## config.mk

```make
export PLATFORM = sky130hd
export DESIGN_NAME = param_serializer
export DESIGN_NICKNAME = d
export VERILOG_FILES = /design/src/rtl/serializer_pkg.sv /design/src/rtl/param_serializer.sv
export SDC_FILE = /design/constraint.sdc
export NUM_CORES = 1
export LEC_CHECK = 0
export ABC_AREA = 0
export BUFFER_PORTS_ARGS = -buffer_cell sky130_fd_sc_hd__clkbuf_2
export CELL_PAD_IN_SITES_DETAIL_PLACEMENT = 0
export CELL_PAD_IN_SITES_GLOBAL_PLACEMENT = 1
export CORE_UTILIZATION = 40
export CTS_CLUSTER_SIZE = 16
export DETAILED_ROUTE_END_ITERATION = 8
export MAX_ROUTING_LAYER = met4
export PLACE_DENSITY_LB_ADDON = 0.05
export SYNTH_ARGS = -nofsm -noshare
export SYNTH_HDL_FRONTEND = slang
export SYNTH_SLANG_ARGS = --single-unit
```

## constraint.sdc

```tcl
create_clock -name clk_i -period 3.8 [get_ports clk_i]
set_input_delay 0.19 -clock clk_i [delete_from_list [all_inputs] [get_ports clk_i]]
set_output_delay 0.19 -clock clk_i [all_outputs]
set_load 0.005 [all_outputs]
```

## src/rtl/serializer_pkg.sv

```systemverilog
// Shared types and length helpers for the parametrised serializer.
package serializer_pkg;

  typedef enum logic [0:0] {
    StIdle = 1'b0,
    StSend = 1'b1
  } ser_state_t;

  // A length code of zero stands for a full-width word.
  function automatic int unsigned decode_len(input int unsigned mod, input int unsigned data_w);
    return (mod == 0) ? data_w : mod;
  endfunction

  function automatic logic is_legal_len(input int unsigned len, input int unsigned min_len);
    return (len >= min_len);
  endfunction

endpackage

```

## src/rtl/param_serializer.sv

```systemverilog
// Parallel-to-serial converter with programmable length, handshakes on both sides
// and gapless back-to-back operation.
module param_serializer
  import serializer_pkg::*;
#(
  parameter int unsigned DATA_W    = 16,
  parameter int unsigned MIN_LEN   = 3,
  parameter bit          MSB_FIRST = 1'b1,
  localparam int unsigned MOD_W    = $clog2(DATA_W),
  localparam int unsigned CNT_W    = $clog2(DATA_W + 1)
) (
  input  logic              clk_i,
  input  logic              srst_n_i,
  input  logic [DATA_W-1:0] data_i,
  input  logic [MOD_W-1:0]  data_mod_i,
  input  logic              data_val_i,
  output logic              data_rdy_o,
  output logic              ser_data_o,
  output logic              ser_data_val_o,
  output logic              ser_data_last_o,
  input  logic              ser_data_rdy_i,
  output logic              busy_o
);

  ser_state_t        state_d, state_q;
  logic [DATA_W-1:0] shreg_d, shreg_q;
  logic [CNT_W-1:0]  cnt_d, cnt_q;

  int unsigned len;
  logic        len_legal;
  logic        accept;
  logic        bit_hs;
  logic        last_bit;
  logic        head_bit;

  assign len       = decode_len(32'(data_mod_i), DATA_W);
  assign len_legal = is_legal_len(len, MIN_LEN);

  assign head_bit = MSB_FIRST ? shreg_q[DATA_W-1] : shreg_q[0];

  assign ser_data_val_o  = (state_q == StSend);
  assign last_bit        = ser_data_val_o && (cnt_q == CNT_W'(1));
  assign ser_data_last_o = last_bit;
  assign ser_data_o      = ser_data_val_o & head_bit;
  assign busy_o          = (state_q == StSend);

  assign bit_hs = ser_data_val_o & ser_data_rdy_i;
  // Ready also on the final bit handshake so the next word follows without a gap.
  assign data_rdy_o = srst_n_i & ((state_q == StIdle) | (last_bit & ser_data_rdy_i));
  assign accept     = data_val_i & data_rdy_o;

  always_comb begin
    state_d = state_q;
    shreg_d = shreg_q;
    cnt_d   = cnt_q;
    if (accept) begin
      if (len_legal) begin
        state_d = StSend;
        shreg_d = data_i;
        cnt_d   = CNT_W'(len);
      end else begin
        state_d = StIdle;
        shreg_d = '0;
        cnt_d   = '0;
      end
    end else if (bit_hs) begin
      if (last_bit) begin
        state_d = StIdle;
        shreg_d = '0;
        cnt_d   = '0;
      end else begin
        shreg_d = MSB_FIRST ? {shreg_q[DATA_W-2:0], 1'b0} : {1'b0, shreg_q[DATA_W-1:1]};
        cnt_d   = cnt_q - CNT_W'(1);
      end
    end
  end

  always_ff @(posedge clk_i) begin
    if (!srst_n_i) begin
      state_q <= StIdle;
      shreg_q <= '0;
      cnt_q   <= '0;
    end else begin
      state_q <= state_d;
      shreg_q <= shreg_d;
      cnt_q   <= cnt_d;
    end
  end

endmodule

```

==> impl_metrics.json, run 1 <==
{
  "leakagePower_nw": 0.562,
  "crit_type": "reg -> out",
  "grt_use_met1": 0.254,
  "finalClockSkew_ns": 0.00203,
  "die-area_sq_um": 2960,
  "grt_max_degree": 20,
  "met3_usage": 0.0500,
  "synth_mux_area_frac": 0.00911,
  "crit_path_start": "cnt_q[0]",
  "max_slew_margin": 0.304,
  "std_cell_rows": 18,
  "drt_iter0_markers": 14,
  "cp_max_fo": 6,
  "synth.area.top_cells": "dfxtp_1, a22oi_1, nand2_1",
  "ios": 29,
  "clk_pin_slew_worst_paths_ns": 0.12,
  "crit-reg2reg-launch": "cnt_q[1]",
  "place_congestion": 0.860,
  "antenna_found_initial": 0,
  "place_inst": 177,
  "drc": 0,
  "fin_setup_tns_ns": 0,
  "critPathLaunchType": "flip-flop",
  "synth-async-reset-ratio": 0,
  "required_ns": 3.61,
  "ir_drop_mv": 0.182,
  "cts_tree": "yes",
  "fill_cells": 284,
  "post_cts_resized": 0,
  "dr_total_vias": 1022,
  "avgSynthCellArea_sq_um": 8.58,
  "maxSlewViolCount": 0,
  "finalHoldViolCount": 0,
  "insertion_delay_ns": 0.30,
  "postCtsSetupRepairBufs": 0,
  "grt_use_met2": 0.287,
  "synth_xor_area_frac": 0.00797,
  "yosysTopAreaCell": "dfxtp_1",
  "routed_wl_microns": 2290,
  "grt-ovfl-total": 0,
  "min_from": "data_i[13]",
  "synth-simple-area-share": 0.271,
  "synth_cell_type_count": 32,
  "instances_no_fill": 181,
  "die_h_microns": 54.4,
  "synth.ff_latch_count": 22,
  "grt_pass1_vias": 841,
  "fmax_ghz": 0.484,
  "worstMarginPinSlew_ns": 1.04,
  "min_period_ns": 2.07,
  "core_sq_um": 2540,
  "worstSetupEndpointType": "primary output",
  "regArea_sq_um": 440,
  "yosysMostFrequentCell": "nand2_1",
  "synthAdderAreaFrac": 0.0228,
  "drv_cap": 0,
  "nNetsFinal": 178,
  "area_growth_pct": 14.9,
  "cts-root-buf": "clkbuf_4",
  "io_buffers": 28,
  "dieWidth_microns": 54.4,
  "synth_common_cells": "nand2_1, dfxtp_1, a22oi_1, nand3_1",
  "syn_nets": 154,
  "period_share": 0.544,
  "synth_top_area_frac": 0.401,
  "finalSetupViolCount": 0,
  "syn_area_sq_um": 1100,
  "grt_usage": 0.191,
  "cts_buffer_depth": 2,
  "drtAntennaViolNets": 0,
  "vias_per_cell": 5.65,
  "cts_buffers": 3,
  "grt_pass1_wl_microns": 3840,
  "cts_htree_levels": 1,
  "drive_gt1_frac": 0.238,
  "multi_input_area_sq_um": 593,
  "netlist_instances": 128,
  "yosysSeqAreaShare": 0.401,
  "cellPowerDensity_nw_per_um2": 383,
  "synth_top_family_by_area": "simple AND/OR/NAND/NOR gates",
  "drtPass1Iterations": 4,
  "hold_buffers": 0,
  "hpwlAfterDp_microns": 1670,
  "synthFlopType": "dfxtp_1",
  "ys_warn_count": 0,
  "cp_data_arrival_time_ns": 1.88,
  "hold_path_class": "in -> reg",
  "initial_core_util": 0.432,
  "avgRoutedWirePerCell_microns": 12.7,
  "rsz0062_at_grt": "no",
  "grt.busiest_layer": "met2",
  "synth_edf_count": 0,
  "antenna_cells": 0,
  "outcome": "finished clean",
  "synth_compound_area_frac": 0.229,
  "clkSinkCount": 22
}
==> cells by family (layout without fill, tap and decap cells) <==
| logic type | Yosys count | count (layout) |
|---|---|---|
| buffers and inverters | 13 | 36 |
| adder cells (fa/ha/maj) | 2 | 2 |
| XOR/XNOR | 1 | 1 |
| AO/OA/AOI/OAI | 33 | 33 |
| AND/OR/NAND/NOR | 56 | 56 |
| flip-flops | 22 | 22 |
| multiplexers | 1 | 1 |
==> registers in the layout, indices dropped and copies added, names as in the netlist <==
register / flops
shreg_q: 16
busy_o: 1
cnt_q: 5
==> layout make-up <==
type / instances / share of cell area
multi-input cells: 93 / 0.470
clock buffers: 4 / 0.0287
inverters: 4 / 0.0119
well taps: 30 / 0.0297
flip-flops and latches: 22 / 0.349
repair buffers: 28 / 0.111
==> cells in the final DEF (no fill, tap or decap), types with 3 or more instances in the layout <==
master    instances
a21boi_0          3
a22oi_1          17
and2_1            4
clkbuf_2         28
clkbuf_4          3
dfxtp_1          22
inv_1             4
nand2_1          24
nand3_1          17
o21ai_0           3
==> metrics by stage <==
step | hold WS [ns] | setup WS, ns | cell area, sq um | total power, W | utilization
6_report | 0.0860 | 1.73 | 1260 | 0.000483 | 0.496
5_1_grt | 0.0615 | 1.47 | 1260 | 0.000520 | 0.496
4_1_cts | 0.0846 | 1.71 | 1260 | 0.000488 | 0.496
3_5_place_dp | 0.410 | 1.76 | 1230 | 0.000360 | 0.482
3_3_place_gp | 0.402 | 1.82 | 1230 | 0.000358 | 0.482
2_1_floorplan | 0.307 | 2.21 | 1100 | 0.000332 | -
==> critical path, stage by stage, from the launching register on <==
cell and delay [ns]:
dfxtp_1 0.44, ha_1 0.19, or4b_4 0.48, o21ai_1 0.20, and2_1 0.15, clkbuf_2 0.10
==> per-layer routing <==
layer	vias up	wire, microns	share of wire
li1	516	-	-
met1	475	1130	0.49
met2	29	1020	0.44
met3	2	131	0.057
met4	0	10	0.0044
met5	-	0	0
==> final timing paths <==
kind | slack, ns | endpoint | depth (start not counted)
hold / removal | 0.09 | shreg_q[13] | 3
setup / recovery | 1.73 | data_rdy_o | 5
hold reg to reg | 0.48 | shreg_q[0] | 1
setup reg to reg | 1.75 | cnt_q[3] | 6
==> power breakdown <==
part	internal (W)	switching [W]	leakage, nW
Combinational	0.0000408	0.0000449	0.360
Clock	0.0000585	0.0000708	0.0210
Sequential	0.000250	0.0000186	0.181
Note: power is estimated with default switching activity, not from simulation.
==> inputs of run 2 (changes only) <==
--- a/config.mk
+++ b/config.mk
@@ -9,7 +9,7 @@
 export BUFFER_PORTS_ARGS = -buffer_cell sky130_fd_sc_hd__clkbuf_2
 export CELL_PAD_IN_SITES_DETAIL_PLACEMENT = 0
 export CELL_PAD_IN_SITES_GLOBAL_PLACEMENT = 1
-export CORE_UTILIZATION = 40
+export CORE_UTILIZATION = 34
 export CTS_CLUSTER_SIZE = 16
 export DETAILED_ROUTE_END_ITERATION = 8
 export MAX_ROUTING_LAYER = met4
==> constraint.sdc (replaced) <==
create_clock -name clk_i -period 1.9 [get_ports clk_i]
set_input_delay 0.095 -clock clk_i [delete_from_list [all_inputs] [get_ports clk_i]]
set_output_delay 0.095 -clock clk_i [all_outputs]
set_load 0.005 [all_outputs]
==> run 2 against run 1 <==
Non-clock buffer count up 30. Combinational power rose to 3.1 times the previous value. Via count up 10%. Register-to-register slack worse by 1.6 ns. Total power up 140%. Worst setup slack worse by 1.7 ns.
==> impl_metrics.json, run 2 (synthesized netlist as in run 1, its figures left out) <==
{
  "hold_path_class": "in -> reg",
  "min_path_cells": 2,
  "pwr-share-clk": 0.311,
  "place_congestion": 0.791,
  "hpwlAfterDp_microns": 1890,
  "grt.busiest_layer": "met2",
  "die_h_microns": 58.8,
  "initial_core_util": 0.360,
  "final_cell_mix": "clkbuf_2, nand2_1, dfxtp_1, a22oi_1, nand3_1",
  "critPathLaunchType": "flip-flop",
  "clkSinkCount": 22,
  "die-area_sq_um": 3460,
  "regArea_sq_um": 445,
  "fill_cells": 311,
  "min_period_ns": 1.85,
  "layout_commonest_cell": "clkbuf_2",
  "crit_type": "reg -> out",
  "intPower_w": 0.000858,
  "ios": 29,
  "fin_setup_tns_ns": 0,
  "cellPowerDensity_nw_per_um2": 717,
  "leakagePower_nw": 0.720,
  "cp_data_arrival_time_ns": 1.75,
  "rsz0062_at_grt": "yes",
  "nNetsFinal": 208,
  "finalHoldViolCount": 0,
  "pwr-share-comb": 0.232,
  "cts_buffer_depth": 2,
  "switchingPower_w": 0.000299,
  "fmax_ghz": 0.541,
  "antenna_cells": 0,
  "insertion_delay_ns": 0.31,
  "ff2ff_path_depth": 8,
  "period_share": 0.972,
  "drv_cap": 0,
  "drtAntennaViolNets": 0,
  "hold_slack_ns": 0.0193,
  "total_power_w": 0.00116,
  "clk_pin_slew_worst_paths_ns": 0.13,
  "worstMarginPinSlew_ns": 0.658,
  "grt_use_met2": 0.333,
  "ir_drop_mv": 0.401,
  "cp_max_fo": 3,
  "grt_use_met1": 0.202,
  "outcome": "finished clean",
  "dr_total_vias": 1125,
  "r2r_end": "cnt_q[4]",
  "cts_htree_levels": 1,
  "cts_tree": "yes",
  "max_slew_margin": 0.562,
  "cts_buffers": 3,
  "crit-reg2reg-launch": "cnt_q[1]",
  "grt_usage": 0.185,
  "finalClockSkew_ns": 0.00624,
  "core_sq_um": 3050,
  "multi_input_area_sq_um": 626,
  "io_buffers": 28,
  "grt_pass1_vias": 1126,
  "hold_path_end": "shreg_q[0]",
  "finalSetupViolCount": 0,
  "drtPass1Iterations": 4,
  "largest_reg_flops": 16,
  "min_from": "data_i[0]",
  "required_ns": 1.80,
  "grt-ovfl-total": 0,
  "met3_usage": 0.0308,
  "avgRoutedWirePerCell_microns": 12.8,
  "routed_wl_microns": 2880,
  "grt_max_degree": 20,
  "dieWidth_microns": 58.8,
  "worstSetupEndpointType": "primary output",
  "area_growth_pct": 47.0,
  "cts-root-buf": "clkbuf_4",
  "drc": 0,
  "std_cell_rows": 20,
  "maxSlewViolCount": 0,
  "drt_iter0_markers": 49,
  "vias_per_cell": 5.00,
  "grt_pass1_wl_microns": 4730,
  "r2r_setup_slack_ns": 0.19,
  "power.share.switching": 0.259,
  "drive_gt1_frac": 0.326,
  "top_register": "shreg_q",
  "pwr-share-seq": 0.458,
  "antenna_found_initial": 0
}
## run 2: cell count changes in the layout (fill, tap and decap cells not counted), moves of 4 or more
cell,delta
buf_4,+14
dfxtp_1,-4
dfxtp_2,+4
dlygate4sd3_1,+15
## run 2: how the worst max path moves through the flow
stage,to,startpoint,cells past startpoint,slack (ns)
5_1_grt,data_rdy_o,cnt_q[1],6,-0.01
3_3_place_gp,cnt_q[3],cnt_q[1],6,0.005
3_5_place_dp,cnt_q[3],cnt_q[1],6,-0.05
6_report,data_rdy_o,cnt_q[1],6,0.05
2_1_floorplan,shreg_q[14],busy_o,7,0.31
4_1_cts,data_rdy_o,cnt_q[2],5,-0.01
## run 2: stage by stage
step           instances   util  setup slack, ns  area (sq um)
3_3_place_gp         202  0.439          0.00478          1340
2_1_floorplan        128      -            0.311          1100
3_5_place_dp         202  0.439          -0.0458          1340
6_report             225  0.529           0.0528          1620
4_1_cts              221  0.511          -0.0144          1560
5_1_grt              225  0.529          -0.0132          1620
## run 2: layout make-up
type / instances / area share
sequential: 22 / 0.276
clock inverter: 1 / 0.0186
multi-input combinational: 93 / 0.387
timing repair buffer: 58 / 0.261
inverter: 4 / 0.00930
tap: 44 / 0.0341
clock buffer: 3 / 0.0139
## run 2: worst max-delay path: stages (launching register included)
cell	delay, ns
dfxtp_2	0.34
inv_2	0.07
ha_4	0.12
or4b_4	0.49
o21ai_4	0.19
and2_4	0.16
buf_6	0.08
## run 2: power by group through the flow
stage | Sequential (W) | Combinational (W) | Clock [W]
after floorplan | 0.000535 | 0.000129 | 0
after global placement | 0.000533 | 0.000220 | 0
after detailed placement | 0.000534 | 0.000223 | 0
after CTS | 0.000524 | 0.000253 | 0.000376
after global routing | 0.000535 | 0.000299 | 0.000390
final | 0.000530 | 0.000268 | 0.000360
## run 2: timing repair
item	in CTS	in global routing
resized for setup	4	9
gates cloned	0	0
hold buffers	15	0
setup buffers	0	6
pin swaps	0	4
endpoints found under the setup margin	4	1
hold endpoints to repair	15	0
## run 2: per-layer routing
layer  up-vias  share of wire
met4         0          0.011
li1        572              -
met5         -              0
met2        27           0.53
met1       522           0.44
met3         4          0.028
==> inputs of run 3 (changes only) <==
==> config.mk (replaced) <==
export PLATFORM = sky130hd
export DESIGN_NAME = param_serializer
export DESIGN_NICKNAME = d
export VERILOG_FILES = /design/src/rtl/serializer_pkg.sv /design/src/rtl/param_serializer.sv
export SDC_FILE = /design/constraint.sdc
export NUM_CORES = 1
export LEC_CHECK = 0
export ABC_AREA = 1
export BUFFER_PORTS_ARGS = -buffer_cell sky130_fd_sc_hd__buf_2
export CELL_PAD_IN_SITES_DETAIL_PLACEMENT = 0
export CELL_PAD_IN_SITES_GLOBAL_PLACEMENT = 1
export CORE_UTILIZATION = 33
export CTS_CLUSTER_SIZE = 16
export DETAILED_ROUTE_END_ITERATION = 8
export MAX_ROUTING_LAYER = met4
export PLACE_DENSITY_LB_ADDON = 0.1
export SYNTH_ARGS = -nofsm -noshare
export SYNTH_HDL_FRONTEND = slang
export SYNTH_SLANG_ARGS = --single-unit
==> run 3 against run 2 <==
Sequential power shrank 4.3%. Total power rose by 1.7%. Synthesized area up 29%. Sequential share of layout area is 0.89 points lower. Critical path type unchanged. Via count increased by 28%. Die area up 32%. Fmax is 10% higher.
==> impl_metrics.json, run 3 <==
{
  "die_h_microns": 67.7,
  "max_slew_margin": 0.687,
  "drive_gt1_frac": 0.179,
  "layout_commonest_cell": "nand2_1",
  "cp_cell_sequence": "inv_1, ha_1, nand2_1, inv_1, nand4_1, a21oi_2, buf_2",
  "core_sq_um": 4060,
  "ys_warn_count": 0,
  "cts_htree_levels": 1,
  "nNetsFinal": 279,
  "syn_nets": 255,
  "synth_mux_area_frac": 0,
  "synth_top_area_frac": 0.310,
  "ios": 29,
  "avgRoutedWirePerCell_microns": 12.1,
  "yosysSeqAreaShare": 0.310,
  "crit_top_cell": "inv_1",
  "synth.ff_latch_count": 22,
  "outcome": "finished clean",
  "hold_path_class": "in -> reg",
  "crit_type": "reg -> out",
  "synth_common_cells": "nand2_1, inv_1, nand3_1",
  "vias_per_cell": 4.75,
  "min_period_ns": 1.67,
  "initial_core_util": 0.351,
  "postCtsSetupRepairBufs": 0,
  "drtPass1Iterations": 4,
  "die-area_sq_um": 4580,
  "top_register": "shreg_q",
  "fin_setup_tns_ns": 0,
  "drv_cap": 0,
  "grt_pass1_wl_microns": 6140,
  "synthAdderAreaFrac": 0.0176,
  "io_buffers": 28,
  "yosysMostFrequentCell": "nand2_1",
  "leakagePower_nw": 0.905,
  "finalSetupViolCount": 0,
  "synth_cell_type_count": 21,
  "synth_xor_area_frac": 0.00616,
  "syn_area_sq_um": 1420,
  "place_congestion": 0.748,
  "synth_compound_area_frac": 0.0660,
  "grt_max_degree": 25,
  "dr_total_vias": 1436,
  "synth.area.top_cells": "dfxtp_1, nand2_1, inv_1",
  "synthFlopType": "dfxtp_1",
  "cellPowerDensity_nw_per_um2": 713,
  "critPathMaxStageDelay_ns": 0.32,
  "routed_wl_microns": 3650,
  "rsz0062_at_grt": "no",
  "cp_data_arrival_time_ns": 1.58,
  "dpl_cell_area_sq_um": 1580,
  "finalClockSkew_ns": 0.00732,
  "critPathLaunchType": "flip-flop",
  "synth_edf_count": 0,
  "post-place-ws_ns": 0.318,
  "clkSinkCount": 22,
  "cp_max_fo": 4,
  "slowest_stage": "dfxtp_1",
  "grt_pass1_vias": 1341,
  "avgSynthCellArea_sq_um": 6.21,
  "drtAntennaViolNets": 0,
  "drt_iter0_markers": 91,
  "hold_buffers": 0,
  "hpwlAfterDp_microns": 2410,
  "cts-root-buf": "clkbuf_8",
  "grt-ovfl-total": 0,
  "dieWidth_microns": 67.7,
  "final_cell_mix": "nand2_1, inv_1, nand3_1, buf_2",
  "cts_tree": "yes",
  "hold_slack_ns": 0.0960,
  "required_ns": 1.80,
  "post_cts_resized": 0,
  "cts_buffers": 3,
  "total_power_w": 0.00118,
  "netlist_instances": 229,
  "design_area_sq_um": 1650,
  "worst_slack_ns": 0.228,
  "synth-simple-area-share": 0.420,
  "drc": 0,
  "fmax_ghz": 0.598,
  "largest_reg_flops": 16,
  "finalHoldViolCount": 0,
  "ir_drop_mv": 0.377,
  "synth_top_family_by_area": "simple AND/OR/NAND/NOR gates",
  "maxSlewViolCount": 0,
  "clk_pin_slew_worst_paths_ns": 0.09,
  "period_share": 0.880,
  "worstSetupEndpointType": "primary output",
  "synth-async-reset-ratio": 0,
  "grt_usage": 0.185,
  "std_cell_rows": 23,
  "antenna_cells": 0,
  "insertion_delay_ns": 0.27,
  "area_growth_pct": 16.0,
  "antenna_found_initial": 0,
  "worstMarginPinSlew_ns": 0.468,
  "cts_buffer_depth": 2,
  "yosysTopAreaCell": "dfxtp_1"
}
## run 3: cell families after synthesis
| kind of cell | after synthesis |
|---|---|
| and+or+nand+nor | 128 |
| buffers and inverters | 58 |
| adders and majority gates | 2 |
| xor gates and xnor gates | 1 |
| DFF | 22 |
| AOI/OAI and AO/OA | 18 |
## run 3: path summary, 6_finish.rpt
kind                                  from          to  slack (ns)  depth (start not counted)
worst min register to register  shreg_q[9]  shreg_q[9]        0.49                          2
worst max-delay path              cnt_q[1]  data_rdy_o        0.23                          7
worst min-delay path             data_i[0]  shreg_q[0]         0.1                          3
worst max register to register    cnt_q[1]  shreg_q[5]        0.30                         12
## run 3: layout make-up
cell class	instances	area [sq um]
Tap cell	50	62.6
Multi-Input combinational cell	149	729
Fill cell	459	2410
Sequential cell	22	440
Inverter	43	161
Clock buffer	3	41.3
Timing Repair Buffer	34	185
Clock inverter	1	30.0
## run 3: critical path, delay by kind of cell, from the launching register on
family / cells / cell delay (ns)
simple gates: 2 / 0.19
buf+inv: 3 / 0.33
fa+ha+maj: 1 / 0.16
compound gates: 1 / 0.31
flops: 1 / 0.32
## run 3: through the flow
stage | instances | util
global route | 302 | 0.407
floorplan | 229 | -
finish | 302 | 0.407
CTS | 302 | 0.406
detailed placement | 298 | 0.388
global placement | 298 | 0.388
## run 3: power breakdown
part / leakage, nW / switching [W] / internal, W
logic: 0.689 / 0.000138 / 0.0000866
registers: 0.180 / 0.0000193 / 0.000488
clock network: 0.0357 / 0.000164 / 0.000282
total: 0.905 / 0.000321 / 0.000856
## run 3: per-layer routing
layer	track usage	share of wire	up-vias
met4	0.0319	0.0063	0
li1	-	-	773
met5	-	0	-
met2	0.292	0.44	23
met1	0.244	0.52	636
met3	0.0372	0.038	4
